--- src/rtl/ibex_rf_wb_arbiter_pkg.sv ---
// Shared types and constants for the register-file writeback arbiter.
package ibex_rf_wb_arbiter_pkg;

  localparam int unsigned RfAddrW = 5;
  localparam int unsigned RfDataW = 32;

  // Default-width write record; the arbiter builds the same layout at its DataWidth.
  typedef struct packed {
    logic [RfAddrW-1:0] addr;
    logic [RfDataW-1:0] data;
  } rf_wr_t;

  function automatic int unsigned num_words(input bit rv32e);
    return rv32e ? 32'd16 : 32'd32;
  endfunction

endpackage

--- src/rtl/ibex_rf_wb_arbiter_fifo.sv ---
// Shift-style synchronous FIFO; slot 0 is always the head, slots below the
// occupancy count are valid. Exposes the top KeyW bits of every slot.
module ibex_rf_wb_arbiter_fifo #(
  parameter int unsigned Width = 8,
  parameter int unsigned Depth = 2,
  parameter int unsigned KeyW  = Width
) (
  input  logic                  clk_i,
  input  logic                  rst_i,
  input  logic                  push_i,
  input  logic                  pop_i,
  input  logic [Width-1:0]      wdata_i,
  output logic                  full_o,
  output logic                  empty_o,
  output logic [Width-1:0]      head_o,
  output logic [Depth-1:0]      valid_o,
  output logic [Depth*KeyW-1:0] key_o
);

  localparam int unsigned CntW = $clog2(Depth + 1);

  logic [Width-1:0] mem_q [Depth];
  logic [Width-1:0] mem_d [Depth];
  logic [CntW-1:0]  cnt_q, cnt_d;

  assign full_o  = (cnt_q == CntW'(Depth));
  assign empty_o = (cnt_q == '0);
  assign head_o  = mem_q[0];

  // Push lands behind the post-pop occupancy, so push+pop keeps order.
  always_comb begin
    mem_d = mem_q;
    cnt_d = cnt_q;
    if (pop_i && !empty_o) begin
      for (int i = 0; i < int'(Depth) - 1; i++) mem_d[i] = mem_q[i+1];
      cnt_d = cnt_d - CntW'(1);
    end
    if (push_i && !full_o) begin
      for (int i = 0; i < int'(Depth); i++) begin
        if (CntW'(i) == cnt_d) mem_d[i] = wdata_i;
      end
      cnt_d = cnt_d + CntW'(1);
    end
  end

  always_comb begin
    for (int i = 0; i < int'(Depth); i++) begin
      valid_o[i]            = (CntW'(i) < cnt_q);
      key_o[i*KeyW +: KeyW] = mem_q[i][Width-1 -: KeyW];
    end
  end

  always_ff @(posedge clk_i or posedge rst_i) begin
    if (rst_i) cnt_q <= '0;
    else       cnt_q <= cnt_d;
  end

  always_ff @(posedge clk_i) begin
    mem_q <= mem_d;
  end

endmodule

--- src/rtl/ibex_rf_wb_arbiter.sv ---
// Writeback arbiter: merges non-stallable load responses and stallable EX
// results onto the single register-file write port, with hazard tracking.
module ibex_rf_wb_arbiter
  import ibex_rf_wb_arbiter_pkg::*;
#(
  parameter bit          RV32E       = 1'b0,
  parameter int unsigned DataWidth   = 32,
  parameter int unsigned ExFifoDepth = 2,
  parameter int unsigned LoadDepth   = 2,
  localparam int unsigned NUM_WORDS  = RV32E ? 16 : 32
) (
  input  logic                 clk_i,
  input  logic                 rst_i,
  input  logic                 ex_we_i,
  input  logic [RfAddrW-1:0]   ex_waddr_i,
  input  logic [DataWidth-1:0] ex_wdata_i,
  output logic                 ex_ready_o,
  input  logic                 lsu_req_i,
  input  logic [RfAddrW-1:0]   lsu_rd_i,
  input  logic                 lsu_rvalid_i,
  input  logic [DataWidth-1:0] lsu_rdata_i,
  input  logic                 lsu_err_i,
  output logic                 rf_we_o,
  output logic [RfAddrW-1:0]   rf_waddr_o,
  output logic [DataWidth-1:0] rf_wdata_o,
  output logic [NUM_WORDS-1:0] pending_o,
  output logic                 err_o
);

  typedef struct packed {
    logic [RfAddrW-1:0]   addr;
    logic [DataWidth-1:0] data;
  } ex_wr_t;

  localparam int unsigned ExW = $bits(ex_wr_t);

  ex_wr_t                         ex_in, ex_head;
  logic                           ex_full, ex_empty, ex_push, ex_pop;
  logic [ExFifoDepth-1:0]         ex_vld;
  logic [ExFifoDepth*RfAddrW-1:0] ex_keys;
  logic [RfAddrW-1:0]             lq_head;
  logic                           lq_full, lq_empty, lq_push;
  logic [LoadDepth-1:0]           lq_vld;
  logic [LoadDepth*RfAddrW-1:0]   lq_keys;

  logic ex_addr_bad, ld_addr_bad, ex_keep, ld_wr, ex_direct;
  logic                 rf_we_q, rf_we_d, err_q, err_d;
  logic [RfAddrW-1:0]   rf_waddr_q, rf_waddr_d;
  logic [DataWidth-1:0] rf_wdata_q, rf_wdata_d;
  logic [NUM_WORDS-1:0] pend;
  logic                 hit;

  assign ex_addr_bad = RV32E && ex_we_i && ex_waddr_i[RfAddrW-1];
  assign ld_addr_bad = RV32E && lsu_req_i && lsu_rd_i[RfAddrW-1];

  // Readiness depends on current occupancy only; a same-cycle pop frees nothing.
  assign ex_ready_o = !ex_full;
  assign ex_keep    = ex_we_i && ex_ready_o && !ex_addr_bad && (ex_waddr_i != '0);
  assign ex_in      = '{addr: ex_waddr_i, data: ex_wdata_i};
  assign ex_push    = ex_keep && !ex_direct;

  assign lq_push = lsu_req_i && !ld_addr_bad && !lq_full;
  assign ld_wr   = lsu_rvalid_i && !lq_empty && !lsu_err_i && (lq_head != '0);

  ibex_rf_wb_arbiter_fifo #(.Width(ExW), .Depth(ExFifoDepth), .KeyW(RfAddrW)) u_ex_fifo (
    .clk_i(clk_i), .rst_i(rst_i), .push_i(ex_push), .pop_i(ex_pop), .wdata_i(ex_in),
    .full_o(ex_full), .empty_o(ex_empty), .head_o(ex_head), .valid_o(ex_vld), .key_o(ex_keys)
  );

  ibex_rf_wb_arbiter_fifo #(.Width(RfAddrW), .Depth(LoadDepth), .KeyW(RfAddrW)) u_load_q (
    .clk_i(clk_i), .rst_i(rst_i), .push_i(lq_push), .pop_i(lsu_rvalid_i), .wdata_i(lsu_rd_i),
    .full_o(lq_full), .empty_o(lq_empty), .head_o(lq_head), .valid_o(lq_vld), .key_o(lq_keys)
  );

  always_comb begin
    rf_we_d    = 1'b0;
    rf_waddr_d = rf_waddr_q;
    rf_wdata_d = rf_wdata_q;
    ex_pop     = 1'b0;
    ex_direct  = 1'b0;
    if (ld_wr) begin
      rf_we_d    = 1'b1;
      rf_waddr_d = lq_head;
      rf_wdata_d = lsu_rdata_i;
    end else if (!ex_empty) begin
      ex_pop     = 1'b1;
      rf_we_d    = 1'b1;
      rf_waddr_d = ex_head.addr;
      rf_wdata_d = ex_head.data;
    end else if (ex_keep) begin
      ex_direct  = 1'b1;
      rf_we_d    = 1'b1;
      rf_waddr_d = ex_waddr_i;
      rf_wdata_d = ex_wdata_i;
    end
  end

  assign err_d = ex_addr_bad || ld_addr_bad || (lsu_req_i && lq_full) || (lsu_rvalid_i && lq_empty);

  always_comb begin
    pend = '0;
    hit  = 1'b0;
    for (int j = 1; j < int'(NUM_WORDS); j++) begin
      hit = rf_we_q && (rf_waddr_q == RfAddrW'(j));
      for (int e = 0; e < int'(ExFifoDepth); e++)
        hit = hit || (ex_vld[e] && (ex_keys[e*RfAddrW +: RfAddrW] == RfAddrW'(j)));
      for (int l = 0; l < int'(LoadDepth); l++)
        hit = hit || (lq_vld[l] && (lq_keys[l*RfAddrW +: RfAddrW] == RfAddrW'(j)));
      pend[j] = hit;
    end
  end

  assign pending_o = pend;

  always_ff @(posedge clk_i or posedge rst_i) begin
    if (rst_i) begin
      rf_we_q    <= 1'b0;
      rf_waddr_q <= '0;
      rf_wdata_q <= '0;
      err_q      <= 1'b0;
    end else begin
      rf_we_q    <= rf_we_d;
      rf_waddr_q <= rf_waddr_d;
      rf_wdata_q <= rf_wdata_d;
      err_q      <= err_d;
    end
  end

  assign rf_we_o    = rf_we_q;
  assign rf_waddr_o = rf_waddr_q;
  assign rf_wdata_o = rf_wdata_q;
  assign err_o      = err_q;

endmodule

--- config.mk ---
export PLATFORM = sky130hd
export DESIGN_NAME = ibex_rf_wb_arbiter
export DESIGN_NICKNAME = d
export VERILOG_FILES = /design/src/rtl/ibex_rf_wb_arbiter_pkg.sv /design/src/rtl/ibex_rf_wb_arbiter_fifo.sv /design/src/rtl/ibex_rf_wb_arbiter.sv
export SDC_FILE = /design/constraint.sdc
export NUM_CORES = 1
export LEC_CHECK = 0
export ABC_AREA = 1
export BUFFER_PORTS_ARGS = -buffer_cell sky130_fd_sc_hd__buf_2
export CORE_ASPECT_RATIO = 1.2
export CORE_MARGIN = 10
export CORE_UTILIZATION = 50
export DETAILED_ROUTE_END_ITERATION = 10
export MAX_ROUTING_LAYER = met4
export PLACE_DENSITY = 0.74
export SLEW_MARGIN = 20
export SYNTH_ARGS = -nofsm -noshare
export SYNTH_HDL_FRONTEND = slang
export SYNTH_SLANG_ARGS = --single-unit
--- constraint.sdc ---
create_clock -name clk_i -period 4.3 [get_ports clk_i]
set_clock_uncertainty 0.2 [all_clocks]
set_input_delay 0.215 -clock clk_i [delete_from_list [all_inputs] [get_ports clk_i]]
set_output_delay 0.215 -clock clk_i [all_outputs]
set_load 0.005 [all_outputs]
==> summary.txt <==
Starting Density - 0.510
Tot Pwr - 7.31 mW
main combinational cell family by area after synthesis - simple AND/OR/NAND/NOR gates
Reg2Reg Setup Slack - 0.79 ns
Area Growth Syn to Fin - 27.3%
max-slew violations - 0
CP max FO - 54
post-synth top area cell - nand2_1
Post-synth EDFFs - 42
met3 wire len - 1910 um
share of post-route cells with drive strength above 1 - 0.171
RSZ-0062 raised after global routing - false
Placer Congestion - 1.04
full die area - 0.0206 mm^2
Final Hold Fails - 0
wire length on met1 - 10900 um
Sink Count - 127
reg2reg path depth - 11
WP data required - 4.45 ns
Commonest cells post-synth - nand2_1, nand3_1, nor2_1
ranking of synthesized cells by area - nand2_1, edfxtp_1, dfrtp_1
arrival time at the worst endpoint - 3.66 ns
post-synthesis mux area share - 0.00131
Mapped Avg Cell Area - 7.06 um^2
num rows - 49
DP HPWL - 18400 um
Placed Instances - 1380
CP Class - reg2reg
simple-gate area share of the yosys netlist - 0.423
Placed Area - 0.00834 mm^2
PwrDens - 753 mW/mm^2
vias in the first global route - 8239
FF-to-FF Start - u_load_q.cnt_q[1]$_DFF_PP0_
hold wc startpoint - lsu_rdata_i[21]
outcome - completed
Cell variety after synth - 37
number of max-cap violations - 0
most used flip-flop cell after synthesis - dfrtp_1
Final ANT Viol Nets - 0
die width - 133 um
CTS root buf - clkbuf_16
1st-iter DRT viols - 902
deepest clock path buffer count - 2
Synth top area share - 0.204
Avg Vias per Cell - 5.56
startpoint types - flop
xor/xnor share of the synthesized area - 0.00345
gr usage total - 0.268
IO Port Bufs - 150
RR Endpoint - rf_wdata_o[12]$_DFFE_PP0P_
CTS clk-pin slew, worst paths - 0.06 ns
first-pass GRT wire length - 43600 um
CP Capture Type - flop
slew margin rel. - 0.328
initial antenna violation count - 2
Max H-tree Level - 4
Post-Route WL - 27500 um
post-synth net total - 1169
FMAX - 0.285 GHz
DRC violations left - 0
fin crit period - 3.51 ns
IO Pins - 152
worst hold endpoint - rf_wdata_o[21]$_DFFE_PP0P_
Hold WS - 0.0303 ns
setup TNS - 0 ns
hold path cells - 5
Met2 Wirelength - 13600 um
Pleak - 4.76 nW
CTS tree - built
WL/cell - 18.4 um
core box area - 0.0150 mm^2
number of fill cells - 1390
Final setup viols - 0
maximum vdd drop - 494 uV
Layout Nets - 1360
clock buffer count from CTS - 17
post-synthesis sequential area ratio - 0.417
Top Metal Used - met4
final period utilization - 0.817
1st-pass router iterations - 5
Synth Area in Compound Gates - 0.0571
DR vias - 8285
fin area - 0.00971 mm^2
adder-cell share of the synthesized area - 0.0148
PostCTS Resize Cnt - 0
class of the tightest hold or removal check - in2reg
Seq cells post-synth - 127
post-route insts no fill - 1491
Worst-Margin Slew - 1.01 ns
cell with the most instances after synthesis - nand2_1
worst skew pair latency - 0.41 ns
GRT overflow - 0
Gate Count Post-Synth - 1080
largest net degree at the start of global routing - 55
Yosys Warn Count - 0
Async SR Flop Fraction - 0.339
mapped cell area - 0.00762 mm^2
die height - 155 um
-- stage by stage --
stage,setup WS [ns],utilization
after CTS,0.897,0.648
after global placement,1.01,0.558
final,0.787,0.649
after floorplan,0.448,-
after global routing,0.478,0.649
after detailed placement,0.908,0.558
-- power breakdown --
part           switching (mW)  leakage, nW  internal [mW]
logic                    2.57         3.21           1.18
clock network           0.646        0.291          0.781
registers               0.334         1.26           1.79
-- state kept, by name (all words and copies together) (netlist names) --
| name | flops |
|---|---|
| u_load_q.key_o | 5 |
| u_ex_fifo.head_o | 37 |
| rf_wdata_o | 32 |
| u_load_q.head_o | 5 |
| rf_waddr_o | 5 |
| u_ex_fifo.cnt_q | 2 |
| u_ex_fifo.mem_q | 32 |
| rf_we_o | 1 |
| u_ex_fifo.key_o | 5 |
| u_load_q.cnt_q | 2 |
| err_o | 1 |
-- layout make-up --
| class | count | area, um^2 | share of cell area |
|---|---|---|---|
| Multi-Input combinational cell | 822 | 3820 | 0.394 |
| Timing Repair Buffer | 235 | 1590 | 0.164 |
| Sequential cell | 127 | 3180 | 0.327 |
| Tap cell | 204 | 255 | 0.0263 |
| Antenna cell | 3 | 7.51 | 0.000773 |
| Clock inverter | 15 | 166 | 0.0171 |
| Clock buffer | 17 | 425 | 0.0438 |
| Inverter | 68 | 258 | 0.0266 |
-- how the worst max path moves through the flow --
stage / start / to / slack, ns / depth (start not counted)
global route: u_load_q.cnt_q[1]$_DFF_PP0_ / rf_wdata_o[12]$_DFFE_PP0P_ / 0.48 / 11
finish: u_load_q.cnt_q[1]$_DFF_PP0_ / rf_wdata_o[12]$_DFFE_PP0P_ / 0.79 / 11
detailed placement: u_load_q.cnt_q[1]$_DFF_PP0_ / rf_waddr_o[4]$_DFFE_PP0P_ / 0.91 / 10
floorplan: u_load_q.cnt_q[0]$_DFF_PP0_ / u_ex_fifo.key_o[5]$_DFFE_PP_ / 0.45 / 15
CTS: u_load_q.cnt_q[1]$_DFF_PP0_ / rf_waddr_o[4]$_DFFE_PP0P_ / 0.90 / 10
global placement: u_load_q.cnt_q[0]$_DFF_PP0_ / rf_waddr_o[4]$_DFFE_PP0P_ / 1.01 / 10
-- per-layer routing --
metal	track usage	vias up
li1	-	3943
met4	0.137	0
met3	0.0496	63
met5	-	-
met2	0.435	394
met1	0.314	3885
-- cells in the final DEF, fill, tap and decap left out, types with 7 or more instances in the layout --
cell type	netlist	routed
nand2_1	415	415
buf_2	20	150
nand3_1	144	144
nor2_1	107	105
dlygate4sd3_1	0	76
inv_1	63	62
nand4_1	53	53
dfrtp_1	43	43
dfxtp_1	42	42
edfxtp_1	42	42
o21ai_0	18	18
clkbuf_16	0	17
a21oi_1	15	15
a22oi_1	14	14
a31oi_1	8	8
ha_1	9	8
buf_4	13	8
o2111ai_1	7	7
-- cell families after synthesis --
kind of cell / after synthesis
adders and majority gates: 9
DFF: 127
other: 1
AOI/OAI and AO/OA: 69
and+or+nand+nor: 739
xor gates and xnor gates: 3
buffers and inverters: 131
muxes: 1
-- repair_timing --
| action | 4_1_cts | 5_1_grt |
|---|---|---|
| hold endpoints to repair | 161 | 0 |
| setup endpoints to repair | 0 | 0 |
| hold buffers | 76 | 0 |
| setup buffers | 0 | 0 |
-- critical path: stages (launching register included) --
cell     delay, ns
dfrtp_1       0.39
inv_1         0.11
ha_1          0.25
inv_2         0.06
nand2_4       0.14
nor2_8        0.06
nand2_8       0.28
buf_4         0.53
nand3_2       0.45
inv_2         0.63
nand2_1       0.16
nand2_1       0.12
Power figures use the tool's default switching activity.
